### src/rtl/player_action_ctrl_if.sv
// Handshake bundle between one player's debounced inputs and its action controller.
// The slave modport belongs to the controller. The master modport belongs to whoever drives the buttons and tick.
interface player_action_ctrl_if #(
   parameter int POS_W = 8
);
   logic             i_tick;
   logic             i_freeze;
   logic             i_btn_left;
   logic             i_btn_right;
   logic             i_btn_attack;
   logic [POS_W-1:0] o_pos;
   logic             o_facing_right;
   logic [1:0]       o_phase;
   logic             o_attack_active;
   logic             o_attack_start;
   logic             o_busy;

   modport slave (
      input  i_tick, i_freeze, i_btn_left, i_btn_right, i_btn_attack,
      output o_pos, o_facing_right, o_phase, o_attack_active, o_attack_start, o_busy
   );

   modport master (
      output i_tick, i_freeze, i_btn_left, i_btn_right, i_btn_attack,
      input  o_pos, o_facing_right, o_phase, o_attack_active, o_attack_start, o_busy
   );
endinterface

### src/rtl/player_action_ctrl.sv
// Per-player action controller. It handles tick-paced horizontal movement with wall saturation.
// It also runs a WINDUP/ACTIVE/RECOVER attack sequence, started by an edge-detected attack button.
module player_action_ctrl #(
   parameter int POS_W     = 8,
   parameter int POS_MIN   = 0,
   parameter int POS_MAX   = 159,
   parameter int POS_INIT  = 0,
   parameter int FACE_INIT = 1,
   parameter int STEP      = 2,
   parameter int MOVE_DIV  = 2,
   parameter int WINDUP_T  = 3,
   parameter int ACTIVE_T  = 2,
   parameter int RECOVER_T = 4
) (
   input logic                  clk,
   input logic                  reset,
   player_action_ctrl_if.slave  bus
);

   typedef enum logic [1:0] {
      PH_IDLE    = 2'd0,
      PH_WINDUP  = 2'd1,
      PH_ACTIVE  = 2'd2,
      PH_RECOVER = 2'd3
   } phase_t;

   typedef enum logic [1:0] {
      DIR_NONE  = 2'd0,
      DIR_RIGHT = 2'd1,
      DIR_LEFT  = 2'd2
   } dir_t;

   localparam int PH_MAX = (WINDUP_T > ACTIVE_T) ?
                           ((WINDUP_T > RECOVER_T) ? WINDUP_T : RECOVER_T) :
                           ((ACTIVE_T > RECOVER_T) ? ACTIVE_T : RECOVER_T);
   localparam int CNT_W  = (PH_MAX > 1) ? $clog2(PH_MAX) : 1;
   localparam int MV_W   = (MOVE_DIV > 1) ? $clog2(MOVE_DIV) : 1;

   // Phase counters are loaded with T-1 so the entry tick counts as the first tick of the phase.
   localparam logic [CNT_W-1:0] WINDUP_LD  = CNT_W'(WINDUP_T - 1);
   localparam logic [CNT_W-1:0] ACTIVE_LD  = CNT_W'(ACTIVE_T - 1);
   localparam logic [CNT_W-1:0] RECOVER_LD = CNT_W'(RECOVER_T - 1);
   localparam logic [MV_W-1:0]  MV_LAST    = MV_W'(MOVE_DIV - 1);
   localparam logic [POS_W:0]   MAX_X      = (POS_W+1)'(POS_MAX);
   localparam logic [POS_W:0]   LO_LIM_X   = (POS_W+1)'(POS_MIN + STEP);
   localparam logic [POS_W:0]   STEP_X     = (POS_W+1)'(STEP);

   phase_t           r_phase;
   logic [CNT_W-1:0] r_ph_cnt;
   logic [POS_W-1:0] r_pos;
   logic             r_facing;
   logic [MV_W-1:0]  r_mv_cnt;
   dir_t             r_dir;
   logic             r_pending;
   logic             r_attack_q;
   logic             r_attack_start;

   phase_t           w_phase_nxt;
   logic [CNT_W-1:0] w_ph_cnt_nxt;
   logic [POS_W-1:0] w_pos_nxt;
   logic             w_facing_nxt;
   logic [MV_W-1:0]  w_mv_cnt_nxt;
   dir_t             w_dir_nxt;
   logic             w_pending_nxt;
   logic             w_attack_start_nxt;
   dir_t             w_dir;
   logic             w_valid_tick;
   logic             w_rise;
   logic             w_start;
   logic [POS_W:0]   w_pos_ext;
   logic [POS_W:0]   w_pos_up;
   logic [POS_W-1:0] w_pos_step;

   assign w_valid_tick = bus.i_tick & ~bus.i_freeze;
   assign w_rise       = bus.i_btn_attack & ~r_attack_q;
   assign w_start      = w_valid_tick & (r_phase == PH_IDLE) & r_pending;
   assign w_pos_ext    = {1'b0, r_pos};
   assign w_pos_up     = w_pos_ext + STEP_X;

   // Direction decode and saturating step target for the current direction.
   always_comb begin
      w_dir      = DIR_NONE;
      w_pos_step = r_pos;
      if (bus.i_btn_right && !bus.i_btn_left) begin
         w_dir      = DIR_RIGHT;
         w_pos_step = (w_pos_up > MAX_X) ? POS_W'(POS_MAX) : w_pos_up[POS_W-1:0];
      end else if (bus.i_btn_left && !bus.i_btn_right) begin
         w_dir      = DIR_LEFT;
         w_pos_step = (w_pos_ext < LO_LIM_X) ? POS_W'(POS_MIN) : (r_pos - POS_W'(STEP));
      end else begin
         w_dir      = DIR_NONE;
         w_pos_step = r_pos;
      end
   end

   // Attack phase FSM and the pending flag (pending is consumed before a same-clk rise can re-arm it).
   always_comb begin
      w_phase_nxt        = r_phase;
      w_ph_cnt_nxt       = r_ph_cnt;
      w_attack_start_nxt = 1'b0;
      if (w_valid_tick) begin
         case (r_phase)
            PH_IDLE: begin
               if (r_pending) begin
                  w_phase_nxt        = PH_WINDUP;
                  w_ph_cnt_nxt       = WINDUP_LD;
                  w_attack_start_nxt = 1'b1;
               end else begin
                  w_phase_nxt = PH_IDLE;
               end
            end
            PH_WINDUP: begin
               if (r_ph_cnt == '0) begin
                  w_phase_nxt  = PH_ACTIVE;
                  w_ph_cnt_nxt = ACTIVE_LD;
               end else begin
                  w_ph_cnt_nxt = r_ph_cnt - CNT_W'(1);
               end
            end
            PH_ACTIVE: begin
               if (r_ph_cnt == '0) begin
                  w_phase_nxt  = PH_RECOVER;
                  w_ph_cnt_nxt = RECOVER_LD;
               end else begin
                  w_ph_cnt_nxt = r_ph_cnt - CNT_W'(1);
               end
            end
            PH_RECOVER: begin
               if (r_ph_cnt == '0) begin
                  w_phase_nxt  = PH_IDLE;
                  w_ph_cnt_nxt = '0;
               end else begin
                  w_ph_cnt_nxt = r_ph_cnt - CNT_W'(1);
               end
            end
            default: begin
               w_phase_nxt  = PH_IDLE;
               w_ph_cnt_nxt = '0;
            end
         endcase
      end else begin
         w_phase_nxt  = r_phase;
         w_ph_cnt_nxt = r_ph_cnt;
      end

      if (bus.i_freeze) begin
         w_pending_nxt = 1'b0;
      end else if (w_start) begin
         w_pending_nxt = 1'b0;
      end else if (w_rise && (r_phase == PH_IDLE)) begin
         w_pending_nxt = 1'b1;
      end else begin
         w_pending_nxt = r_pending;
      end
   end

   // Movement. A fresh direction restarts the divider without counting, so the first step lands MOVE_DIV ticks later.
   always_comb begin
      w_pos_nxt    = r_pos;
      w_facing_nxt = r_facing;
      w_mv_cnt_nxt = r_mv_cnt;
      w_dir_nxt    = r_dir;
      if (!w_valid_tick) begin
         w_mv_cnt_nxt = r_mv_cnt;
      end else if ((r_phase != PH_IDLE) || r_pending || (w_dir == DIR_NONE)) begin
         w_mv_cnt_nxt = '0;
         w_dir_nxt    = DIR_NONE;
      end else begin
         w_facing_nxt = (w_dir == DIR_RIGHT);
         w_dir_nxt    = w_dir;
         if (w_dir != r_dir) begin
            w_mv_cnt_nxt = '0;
         end else if (r_mv_cnt == MV_LAST) begin
            w_mv_cnt_nxt = '0;
            w_pos_nxt    = w_pos_step;
         end else begin
            w_mv_cnt_nxt = r_mv_cnt + MV_W'(1);
         end
      end
   end

   // State registers. Reset aborts any attack in progress.
   always_ff @(posedge clk) begin
      if (reset) begin
         r_phase        <= PH_IDLE;
         r_ph_cnt       <= '0;
         r_pos          <= POS_W'(POS_INIT);
         r_facing       <= (FACE_INIT != 0);
         r_mv_cnt       <= '0;
         r_dir          <= DIR_NONE;
         r_pending      <= 1'b0;
         r_attack_q     <= 1'b0;
         r_attack_start <= 1'b0;
      end else begin
         r_phase        <= w_phase_nxt;
         r_ph_cnt       <= w_ph_cnt_nxt;
         r_pos          <= w_pos_nxt;
         r_facing       <= w_facing_nxt;
         r_mv_cnt       <= w_mv_cnt_nxt;
         r_dir          <= w_dir_nxt;
         r_pending      <= w_pending_nxt;
         r_attack_q     <= bus.i_btn_attack;
         r_attack_start <= w_attack_start_nxt;
      end
   end

   assign bus.o_pos           = r_pos;
   assign bus.o_facing_right  = r_facing;
   assign bus.o_phase         = r_phase;
   assign bus.o_attack_active = (r_phase == PH_ACTIVE);
   assign bus.o_attack_start  = r_attack_start;
   assign bus.o_busy          = (r_phase != PH_IDLE);

endmodule

### src/flat_wrapper.sv
// flat-port wrapper written by rule: the top's interface ports become plain ports
module player_action_ctrl_flat 
#(
   parameter int POS_W     = 8,
   parameter int POS_MIN   = 0,
   parameter int POS_MAX   = 159,
   parameter int POS_INIT  = 0,
   parameter int FACE_INIT = 1,
   parameter int STEP      = 2,
   parameter int MOVE_DIV  = 2,
   parameter int WINDUP_T  = 3,
   parameter int ACTIVE_T  = 2,
   parameter int RECOVER_T = 4
)
  (clk, reset, bus_i_tick, bus_i_freeze, bus_i_btn_left, bus_i_btn_right, bus_i_btn_attack, bus_o_pos, bus_o_facing_right, bus_o_phase, bus_o_attack_active, bus_o_attack_start, bus_o_busy);
  player_action_ctrl_if #(.POS_W(POS_W)) bus_i ();
  input logic clk;
  input logic reset;
  input wire logic [$bits(bus_i.i_tick)-1:0] bus_i_tick;
  input wire logic [$bits(bus_i.i_freeze)-1:0] bus_i_freeze;
  input wire logic [$bits(bus_i.i_btn_left)-1:0] bus_i_btn_left;
  input wire logic [$bits(bus_i.i_btn_right)-1:0] bus_i_btn_right;
  input wire logic [$bits(bus_i.i_btn_attack)-1:0] bus_i_btn_attack;
  output wire logic [$bits(bus_i.o_pos)-1:0] bus_o_pos;
  output wire logic [$bits(bus_i.o_facing_right)-1:0] bus_o_facing_right;
  output wire logic [$bits(bus_i.o_phase)-1:0] bus_o_phase;
  output wire logic [$bits(bus_i.o_attack_active)-1:0] bus_o_attack_active;
  output wire logic [$bits(bus_i.o_attack_start)-1:0] bus_o_attack_start;
  output wire logic [$bits(bus_i.o_busy)-1:0] bus_o_busy;
  assign bus_i.i_tick = bus_i_tick;
  assign bus_i.i_freeze = bus_i_freeze;
  assign bus_i.i_btn_left = bus_i_btn_left;
  assign bus_i.i_btn_right = bus_i_btn_right;
  assign bus_i.i_btn_attack = bus_i_btn_attack;
  assign bus_o_pos = bus_i.o_pos;
  assign bus_o_facing_right = bus_i.o_facing_right;
  assign bus_o_phase = bus_i.o_phase;
  assign bus_o_attack_active = bus_i.o_attack_active;
  assign bus_o_attack_start = bus_i.o_attack_start;
  assign bus_o_busy = bus_i.o_busy;
  player_action_ctrl #(.POS_W(POS_W), .POS_MIN(POS_MIN), .POS_MAX(POS_MAX), .POS_INIT(POS_INIT), .FACE_INIT(FACE_INIT), .STEP(STEP), .MOVE_DIV(MOVE_DIV), .WINDUP_T(WINDUP_T), .ACTIVE_T(ACTIVE_T), .RECOVER_T(RECOVER_T)) u_core (.clk(clk), .reset(reset), .bus(bus_i));
endmodule
### config.mk
export PLATFORM = sky130hd
export DESIGN_NAME = player_action_ctrl_flat
export DESIGN_NICKNAME = d
export VERILOG_FILES = /design/src/rtl/player_action_ctrl_if.sv /design/src/rtl/player_action_ctrl.sv /design/src/flat_wrapper.sv
export SDC_FILE = /design/constraint.sdc
export NUM_CORES = 1
export LEC_CHECK = 0
export CAP_MARGIN = 20
export CORE_ASPECT_RATIO = 0.5
export CORE_MARGIN = 1
export CORE_UTILIZATION = 50
export DETAILED_ROUTE_END_ITERATION = 16
export DONT_BUFFER_PORTS = 1
export PLACE_DENSITY = 0.72
export SYNTH_ARGS = -nofsm -noshare
export SYNTH_HDL_FRONTEND = slang
export SYNTH_SLANG_ARGS = --single-unit
export TNS_END_PERCENT = 20
### constraint.sdc
create_clock -name clk -period 2.4 [get_ports clk]
set_input_delay 0.24 -clock clk [delete_from_list [all_inputs] [get_ports clk]]
set_output_delay 0.24 -clock clk [all_outputs]
set_load 0.01 [all_outputs]
==> impl_summary.txt <==
----------------------------------------------------
[Outcome]
  Result of the run ... completed

[Synth]
  Largest family of logic cells by synthesized area ... simple AND/OR/NAND/NOR gates
  Total of flip-flops plus latches after synthesis ... 19
  Number of different library cells in the post-synthesis netlist ... 46
  Warnings from Yosys ... 0
  Cell area after synthesis ... 1440 um^2
  Simple-gate portion of the synthesized area ... 26.4%
  Fraction of the mapped netlist area in compound gates ... 22.5%
  Commonest cells post-synth ... dfxtp_1 (19), o21ai_0 (14), ha_1 (13), nand2_1 (13), nor2_1 (12)
  Top cells by area in the synthesized netlist ... dfxtp_1 (26%), ha_1 (11%), o21ai_0 (4.9%)
  Share of the yosys chip area belonging to registers ... 26.3%
  XOR/XNOR Fraction of Synth Area ... 4.94%
  Dominant synthesized flop cell ... dfxtp_1
  Post-synthesis instance total ... 175
  Number of synthesized flops with an enable pin ... 0
  Cell with the most instances after synthesis ... dfxtp_1
  Share of cell area taken by muxes after synthesis ... 1.47%
  Library cell occupying the most area in the post-synthesis netlist ... dfxtp_1
  Synth top area share ... 26.3%
  Net count after synthesis ... 195
  Area share of fa/ha/maj cells after synthesis ... 11.3%
  Post-Synthesis Mean Instance Area ... 8.25 um^2
  Fraction of registers with async set or reset after synthesis ... 0%

[Clock tree]
  Post-CTS resize count ... 0
  Clock edge transition at the registers on the reported setup and hold paths ... 0.07 ns
  Setup fix buffers added after clock tree synthesis ... 0
  Clock Sinks ... 19
  Deepest clock path buffer count ... 2
  Skew-Pair Late Insertion Delay ... 0.26 ns
  Root buffer cell ... clkbuf_8
  Clock tree from TritonCTS ... done
  Hold buffer count at cts ... 0
  Total clock buffers created by CTS ... 3
  Count of H-tree levels built during CTS ... 1

[Critical path]
  Worst setup SP type ... flip-flop
  Highest net fanout along the worst path ... 9
  Critical Setup Path Class ... reg2reg
  Worst endpoint data arrival time ... 2.25 ns
  Register-to-register setup slack ... 0.33 ns
  R2r endpoint ... u_core.bus.o_pos[2]
  Number of cells on the worst reg-to-reg path ... 5
  Crit path capture type ... flip-flop
  Data required time at the worst endpoint ... 2.58 ns
  Origin of the critical flop-to-flop path ... u_core.bus.o_pos[1]

[Floorplan]
  X dimension of the die ... 78.0 um
  Die Ht ... 40 um
  Boundary pin count ... 21
  Die area ... 3120 um^2
  Number of cell rows ... 13
  Core Box Area ... 2670 um^2
  Starting utilization of the core area ... 54.1%

[STA]
  Number of endpoints failing setup at the final stage ... 0
  Fin crit period ... 2.07 ns
  Worst Tran Pin Value ... 0.570 ns
  Post-layout worst setup margin ... 0.326 ns
  Fraction of the cycle the final worst path needs ... 86.4%
  Remaining max-slew budget at the tightest pin ... 61.9%
  RSZ-0062 raised after global routing ... no
  Worst clock skew ... 0.00576 ns
  Count of pins over their slew limit ... 0
  Final Hold Viols ... 0
  Final-layout setup total negative slack ... 0 ns
  Achievable Freq ... 0.482 GHz

[Pwr]
  Maximum resistive drop on vdd ... 319 uV
  Pwr per Cell Area ... 424 nW/um^2
  Sequential group share of total power ... 52.4%
  Net switching share of the total power ... 25.9%
  Switching power ... 0.000163 W
  Cell-internal power ... 0.000468 W
  Logic gate share of total power ... 10.8%
  Clock power frac ... 36.9%
  Leakage ... 0.552 nW

[Cells and area]
  Relative area change from synthesis to final layout ... 3.21%
  Ant diodes ... 0
  Share of final-layout standard cells stronger than drive strength 1 ... 8.82%
  Final net count ... 191

[GRT]
  Wire length of the first global-routing pass ... 4910 um
  Total congestion overflow after global routing ... 0
  Number of global-route vias before repair ... 1,028
  Maximum number of pins on one net before global-route repair ... 21
  All-layer global routing usage ... 21.2%
  Initial antenna violation count ... 0

[Hold path]
  Critical hold path startpoint ... reset
  Hold WC Path Type ... in2reg
  End point of the worst hold path ... u_core.bus.o_pos[2]
  Worst Hold Depth ... 1

[Flow run]
  Max-capacitance violation count ... 0

[Routing]
  Vias ... 1,247
  Number of DRC violations after detailed-routing iteration 0 ... 117
  DRC violations left ... 0
  Residual antenna-violating net count after detailed routing ... 0
  Number of iterations in the first detailed-routing pass ... 4
  Detailed-route vias per instance ... 6.02
  Average detailed-routed wire length per instance ... 14.6 um
  Overall routed net length ... 3020 um

[Place]
  DP HPWL ... 2180 um
  Setup Slack @ Placement ... 0.343 ns
  Routability congestion estimate ... 0.853
  Quantity of I/O buffers inserted on ports ... 0

----------------------------------------------------
==> worst max-delay path: stages, from the launching register on <==
cell,delay [ns]
dfxtp_1,0.55
inv_1,0.23
ha_1,0.40
a2111oi_4,0.41
o21ai_2,0.14
a311oi_2,0.26
==> worst max path at each step <==
stage                                startpoint                   to  slack, ns  depth (start not counted)
after CTS                   u_core.bus.o_pos[1]  u_core.bus.o_pos[2]       0.33                          5
after global placement    u_core.bus.o_phase[0]  u_core.bus.o_pos[6]       0.41                          7
after detailed placement  u_core.bus.o_phase[1]  u_core.bus.o_pos[6]       0.34                          7
after global routing      u_core.bus.o_phase[1]  u_core.bus.o_pos[6]       0.11                          7
after floorplan             u_core.bus.o_pos[1]  u_core.bus.o_pos[2]       0.53                          5
final                       u_core.bus.o_pos[1]  u_core.bus.o_pos[2]       0.33                          5
==> layout make-up <==
| cell class | instances | area, um^2 |
|---|---|---|
| clock inverter | 1 | 7.51 |
| inverter | 10 | 37.5 |
| clock buffer | 3 | 41.3 |
| sequential | 19 | 380 |
| fill | 249 | 1180 |
| multi-input combinational | 135 | 962 |
| timing repair buffer | 2 | 15.0 |
| tap | 37 | 46.3 |
==> state kept, by name, indices dropped and copies added (netlist names) <==
register / flops
u_core.r_mv_cnt: 1
u_core.bus.o_phase: 2
u_core.r_dir: 2
u_core.bus.o_facing_right: 1
u_core.r_attack_q: 1
u_core.r_pending: 1
u_core.bus.o_pos: 8
u_core.r_ph_cnt: 2
u_core.bus.o_attack_start: 1
==> layer usage <==
layer,track usage [%],share of wire [%],vias to the layer above
li1,-,-,623
met2,35.0,45,40
met3,6.82,6.9,2
met4,7.87,0.33,0
met1,27.0,48,582
met5,0,0,-
==> placed cells by master, fill, tap and decap left out, types with 2 or more instances in the layout <==
cell type and instances:
nor4_1 3, nand4_1 2, ha_1 13, nor2_1 12, nor3b_1 2, clkbuf_8 3, nor2b_1 4, a22oi_1 2
buf_4 2, xnor2_1 5, o21ai_0 14, inv_1 10, o211ai_1 2, a31oi_1 4, dfxtp_1 19, a21oi_1 8
or3_1 2, nand2_1 13, nand3_1 6, and3_1 4, a211oi_1 6, nor3_1 7, nand2b_1 5
==> through the flow <==
stage	area, um^2	hold slack [ns]	utilization, %	power [W]	std cells
after floorplan	1440	0.319	-	0.000398	175
after global placement	1440	0.311	54.0	0.000404	203
after detailed placement	1440	0.311	54.0	0.000406	203
after CTS	1490	0.0226	55.9	0.000647	207
after global routing	1490	0.0185	55.9	0.000670	207
final	1490	0.0413	55.9	0.000631	207
==> logic make-up after synthesis <==
family	Yosys count
AND/OR/NAND/NOR	68
multiplexers	2
flip-flops	19
buffers and inverters	21
AO/OA/AOI/OAI	46
adder cells (fa/ha/maj)	13
XOR/XNOR	6
==> power groups by stage <==
stage               Sequential (W)  Combinational [W]  Clock (W)
global placement          0.000338          0.0000667          0
CTS                       0.000331          0.0000682   0.000248
detailed placement        0.000338          0.0000682          0
finish                    0.000331          0.0000680   0.000233
floorplan                 0.000336          0.0000617          0
global route              0.000332          0.0000779   0.000260
Power figures use the tool's default switching activity.
==> variant 1 (same flow settings) <==
`WINDUP_T` is set to 3 in 2 places; all go to 2.
--- a/src/rtl/player_action_ctrl.sv
+++ b/src/rtl/player_action_ctrl.sv
@@ -8,7 +8,7 @@
    parameter int FACE_INIT = 1,
    parameter int STEP      = 2,
    parameter int MOVE_DIV  = 2,
-   parameter int WINDUP_T  = 3,
+   parameter int WINDUP_T  = 2,
    parameter int ACTIVE_T  = 2,
    parameter int RECOVER_T = 4
 ) (
--- a/src/flat_wrapper.sv
+++ b/src/flat_wrapper.sv
@@ -8,7 +8,7 @@
    parameter int FACE_INIT = 1,
    parameter int STEP      = 2,
    parameter int MOVE_DIV  = 2,
-   parameter int WINDUP_T  = 3,
+   parameter int WINDUP_T  = 2,
    parameter int ACTIVE_T  = 2,
    parameter int RECOVER_T = 4
 )
Behaviour: not the same (Yosys sat finds a counterexample within 10 cycles, from zero or initial values and one cycle with reset high).
==> variant 1 against the original RTL <==
Area after synthesis shrank 2.0%. Total power decreased by 2.5%. Worst hold slack improved by 0.0035 ns. Design area unchanged. Setup slack improved by 0.015 ns. Wire length decreased by 0.53%. Combinational power is 6.9% lower. Sequential cell count unchanged. Critical path type unchanged. Critical endpoint is now u_core.bus.o_pos[5]. Highest routed layer unchanged.
==> variant 1: results (changes against the original RTL) <==
The placement-stage worst setup slack came to 0.353 ns (+0.00937 ns). The clock group share of total power came out at 36.1% (-0.8 points). The leakage power summed over all cells is 0.564 nW (+2.3%). The number of antenna diodes is 0 (unchanged).

The total clock buffers created by CTS came out at 3 (unchanged). The cell count after placement was 204 (+0.49%). The data arrival time of the critical path was 2.21 ns (-0.04 ns).

The number of I/O port buffers is 0 (unchanged). The weighted congestion reported at the end of routability-driven placement is 0.814 (-4.6%). The via count of the first global-routing pass is 1,003 (-2.4%). The net count of the mapped netlist came out at 193 (-1.0%).

The sum of net half-perimeters after detailed placement is 2260 µm (+3.7%). The actual slew at the worst max-slew pin came to 0.463 ns (-0.107 ns). The number of gates given a new drive strength after cts was 0 (unchanged). The post-synthesis average cell area came out at 8.18 µm² (-0.86%).

Ranked by instance count, the synthesized netlist is headed by sky130_fd_sc_hd__dfxtp_1 (19), sky130_fd_sc_hd__ha_1 (13), sky130_fd_sc_hd__nand2_1 (13). The number of distinct standard cells referenced by the synthesized netlist came out at 51 (+11%). The cell area reported after detailed placement came out at 1450 µm² (+0.26%).

The maximum number of pins on one net before global-route repair is 21 (unchanged). After synthesis, the cell types taking the most area are sky130_fd_sc_hd__dfxtp_1 (27%), sky130_fd_sc_hd__ha_1 (11%), sky130_fd_sc_hd__o21ai_0 (4.2%), sky130_fd_sc_hd__a21oi_1 (3.9%), sky130_fd_sc_hd__nand2_1 (3.4%). The hold-critical path depth is 1 (unchanged). The violation count after the first detailed-routing iteration is 77 (-34%). The worst-skew pair later-pin latency is 0.26 ns (about the same). The peak ir drop on the vdd network came to 404 µV (+27%). The flow ran to the end, and the final reports show no timing, DRC or antenna violations. For hold timing, the worst endpoint is u_core.bus.o_pos[4]. The fraction of the yosys area taken by sequential cells is 26.9% (+0.54 points). The clock tree skew after final layout came out at 0.00358 ns (-0.00217 ns). The number of vias per cell is 5.95 (-1.2%). The routed length on met1 is 1420 µm (-2.4%). The fraction of power spent switching nets is 24.2% (-1.7 points). The endpoint identified for the worst register-to-register timing path is u_core.bus.o_pos[5]. The filler-free cell count of the finished design came out at 208 (+0.48%). The total wire length is 3000 µm (-0.53%). The worst hold slack is 0.0448 ns (+0.00355 ns).

The area share of the leading cell type in the synthesized netlist came out at 26.9% (+0.54 points). The worst reg2reg path depth is 7 (+2). The count of TritonRoute iterations in the first routing pass is 4 (unchanged). The fraction of final layout cells with drive strength greater than 1 was 8.77% (-0.052 points).

The global-route wire length before repair came out at 4770 µm (-3.0%). The flip-flop and latch power is 0.330 mW (about the same). The all-layer global routing usage came out at 20.7% (-0.46 points). The setup slack of the most critical reg-to-reg path is 0.34 ns. The wire length on met3 came out at 193 µm (-6.8%). In this run the critical register-to-register path is launched from u_core.bus.o_phase[0]. The min-delay analysis places its worst path in the category in -> reg. The detailed-routed wire length on met2 was 1380 µm (+2.4%). The total power draw came out at 0.615 mW (-2.5%).
variant 1: routing by layer:
layer,up-vias,track usage (%)
met3,2,7.21
li1,627,-
met2,30,37.6
met5,-,0
met4,0,2.83
met1,579,24.9
variant 1: kinds of logic after synthesis:
kind of cell	Yosys count	synth area share, %
multiplexers	2	1.50
XOR/XNOR	6	4.24
AO/OA/AOI/OAI	47	22.8
AND/OR/NAND/NOR	66	26.9
flip-flops	19	26.9
buffers and inverters	20	6.19
adder cells (fa/ha/maj)	13	11.5
variant 1: cell type report:
cell class	count	area, µm²
multi-input cells	134	947
inverters	9	33.8
well taps	37	46.3
flip-flops and latches	19	380
clock buffers	4	45.0
fillers	255	1140
repair buffers	5	37.5
variant 1: worst max-delay path, stage by stage, from the launching register on:
cell,delay (ns)
sky130_fd_sc_hd__dfxtp_1,0.37
sky130_fd_sc_hd__inv_1,0.15
sky130_fd_sc_hd__ha_1,0.26
sky130_fd_sc_hd__nor3b_2,0.31
sky130_fd_sc_hd__and4b_1,0.44
sky130_fd_sc_hd__o311ai_1,0.16
sky130_fd_sc_hd__a22oi_1,0.21
sky130_fd_sc_hd__nor2_1,0.06
variant 1: worst max path at each step:
stage / start / end / slack [ns] / depth (start not counted)
2_1_floorplan: u_core.bus.o_pos[1] / u_core.bus.o_pos[1] / 0.59 / 5
3_3_place_gp: u_core.bus.o_phase[0] / u_core.bus.o_pos[5] / 0.43 / 7
3_5_place_dp: u_core.bus.o_phase[0] / u_core.bus.o_pos[5] / 0.35 / 7
4_1_cts: u_core.bus.o_phase[0] / u_core.bus.o_pos[5] / 0.34 / 7
5_1_grt: u_core.bus.o_phase[0] / u_core.bus.o_pos[6] / 0.17 / 7
6_report: u_core.bus.o_phase[0] / u_core.bus.o_pos[5] / 0.34 / 7
==> variant 2 (config.mk and constraints unchanged) <==
Made on the original files. The 3 values of `dir_t` get a one-hot encoding in 3 bits.
--- a/src/rtl/player_action_ctrl.sv
+++ b/src/rtl/player_action_ctrl.sv
@@ -24,10 +24,10 @@
       PH_RECOVER = 2'd3
    } phase_t;
 
-   typedef enum logic [1:0] {
-      DIR_NONE  = 2'd0,
-      DIR_RIGHT = 2'd1,
-      DIR_LEFT  = 2'd2
+   typedef enum logic [2:0] {
+      DIR_NONE  = 3'b001,
+      DIR_RIGHT = 3'b010,
+      DIR_LEFT  = 3'b100
    } dir_t;
 
    localparam int PH_MAX = (WINDUP_T > ACTIVE_T) ?
Check against the original RTL: no difference found for any inputs over 10 cycles, from zero or initial values and one cycle with reset high; not proved beyond that.
==> variant 2 against the original RTL <==
Combinational power decreased by 5.1%. Wire length increased by 3.6%. Sequential cell count increased by 1. Die area up 0.92%. Synthesized cell count fell by 0.57%. Non-clock buffer count increased by 1. Area after synthesis is 0.95% higher. Setup slack worse by 0.094 ns. Total power increased by 6.7%. Design area grew 1.5%. Sequential power up 5%. Clock skew is 0.0013 ns lower. Critical endpoint is now u_core.bus.o_pos[4].
==> variant 2: results (changes against the original RTL) <==
The flow ran to the end, and the final reports show no timing, DRC or antenna violations. Ranked by instance count, the synthesized netlist is headed by sky130_fd_sc_hd__dfxtp_1 (20), sky130_fd_sc_hd__nor2_1 (14), sky130_fd_sc_hd__ha_1 (13), sky130_fd_sc_hd__inv_1 (13), sky130_fd_sc_hd__nand2_1 (10). After synthesis, the cell types taking the most area are sky130_fd_sc_hd__dfxtp_1 (27%), sky130_fd_sc_hd__ha_1 (11%), sky130_fd_sc_hd__nor2_1 (3.6%), sky130_fd_sc_hd__inv_1 (3.3%), sky130_fd_sc_hd__o21ai_0 (3.1%). The number of gates given a new drive strength after cts is 0 (unchanged).

The number of fill cells in the layout is 259 (+4.0%). The clock tree skew after final layout came out at 0.00449 ns (-0.00127 ns). The all-layer global routing usage was 21.3% (+0.065 points).

The leakage power summed over all cells is 0.553 nW (+0.17%). The highest layer touched by signal routing is met4. The via count of the first global-routing pass came to 1,037 (+0.88%).

The post-synthesis average cell area was 8.38 µm² (+1.5%). The detailed-route via count is 1,229 (-1.4%). The number of distinct standard cells referenced by the synthesized netlist is 51 (+11%).

The maximum number of pins on one net before global-route repair is 22 (+4.8%). The weighted congestion reported at the end of routability-driven placement came out at 0.850 (-0.41%). The routed length on met1 came out at 1520 µm (+4.3%). The peak ir drop on the vdd network was 237 µV (-26%). The met2 demand-to-capacity share in global routing came out at 35.1% (+0.13 points). The worst hold slack is 0.0350 ns (-0.00630 ns). The total wire length is 3130 µm (+3.6%). The post-route core utilization is 56.4% (+0.50 points). The sum of net half-perimeters after detailed placement is 2160 µm (-0.81%). The violation count after the first detailed-routing iteration is 62 (-47%). The largest fanout on the critical path came out at 11 (+2). The placement-stage worst setup slack came to 0.269 ns (-0.0743 ns). The endpoint identified for the worst register-to-register timing path is u_core.bus.o_pos[4]. The total power draw was 0.674 mW (+6.7%). The worst relative slew slack is 62.9% (+0.93 points). The fraction of the yosys area taken by sequential cells is 27.5% (+1.1 points). The cell area reported after detailed placement was 1460 µm² (+1.1%). The internal power was 0.512 mW (+9.5%). The setup slack of the most critical reg-to-reg path is 0.23 ns (-0.09 ns). The hold-critical path endpoint is u_core.bus.o_pos[0]. The detailed-routed wire length on met2 is 1350 µm (+0.15%). The highest cell delay on the worst timing path came to 0.57 ns (+0.02 ns). The number of flip-flops in the largest register came out at 8 (unchanged). The part of the total power dissipated in sequential elements is 51.5% (-0.9 points).

The clock group share of total power came out at 38.9% (+2.0 points). The average detailed-routed wire length per instance is 15.1 µm (+3.6%). The global-route wire length before repair is 5000 µm (+1.8%). The fraction of met3 tracks used by global routing came out at 7.27% (+0.45 points). The wire length on met3 came out at 241 µm (+16%).
==> variant 2: final cells by class <==
class / count / area share (%)
multi-input combinational: 130 / 62.1
sequential: 20 / 26.5
clock buffer: 4 / 3.64
inverter: 13 / 3.23
tap: 37 / 3.06
timing repair buffer: 3 / 1.49
==> variant 2: logic make-up after synthesis <==
logic type,synth area share (%)
simple gates,25.5
compound gates,23.5
buf+inv,8.07
flops,27.5
fa+ha+maj,11.2
xor+xnor,3.61
mux,0.687
==> variant 2: how the worst max path moves through the flow <==
stage                   startpoint                   to  slack [ns]
2_1_floorplan  u_core.bus.o_pos[1]  u_core.bus.o_pos[4]        0.57
3_3_place_gp   u_core.bus.o_pos[1]  u_core.bus.o_pos[4]        0.38
3_5_place_dp   u_core.bus.o_pos[1]  u_core.bus.o_pos[4]        0.27
4_1_cts        u_core.bus.o_pos[1]  u_core.bus.o_pos[4]        0.24
5_1_grt        u_core.bus.o_pos[1]  u_core.bus.o_pos[4]        0.07
6_report       u_core.bus.o_pos[1]  u_core.bus.o_pos[4]        0.23
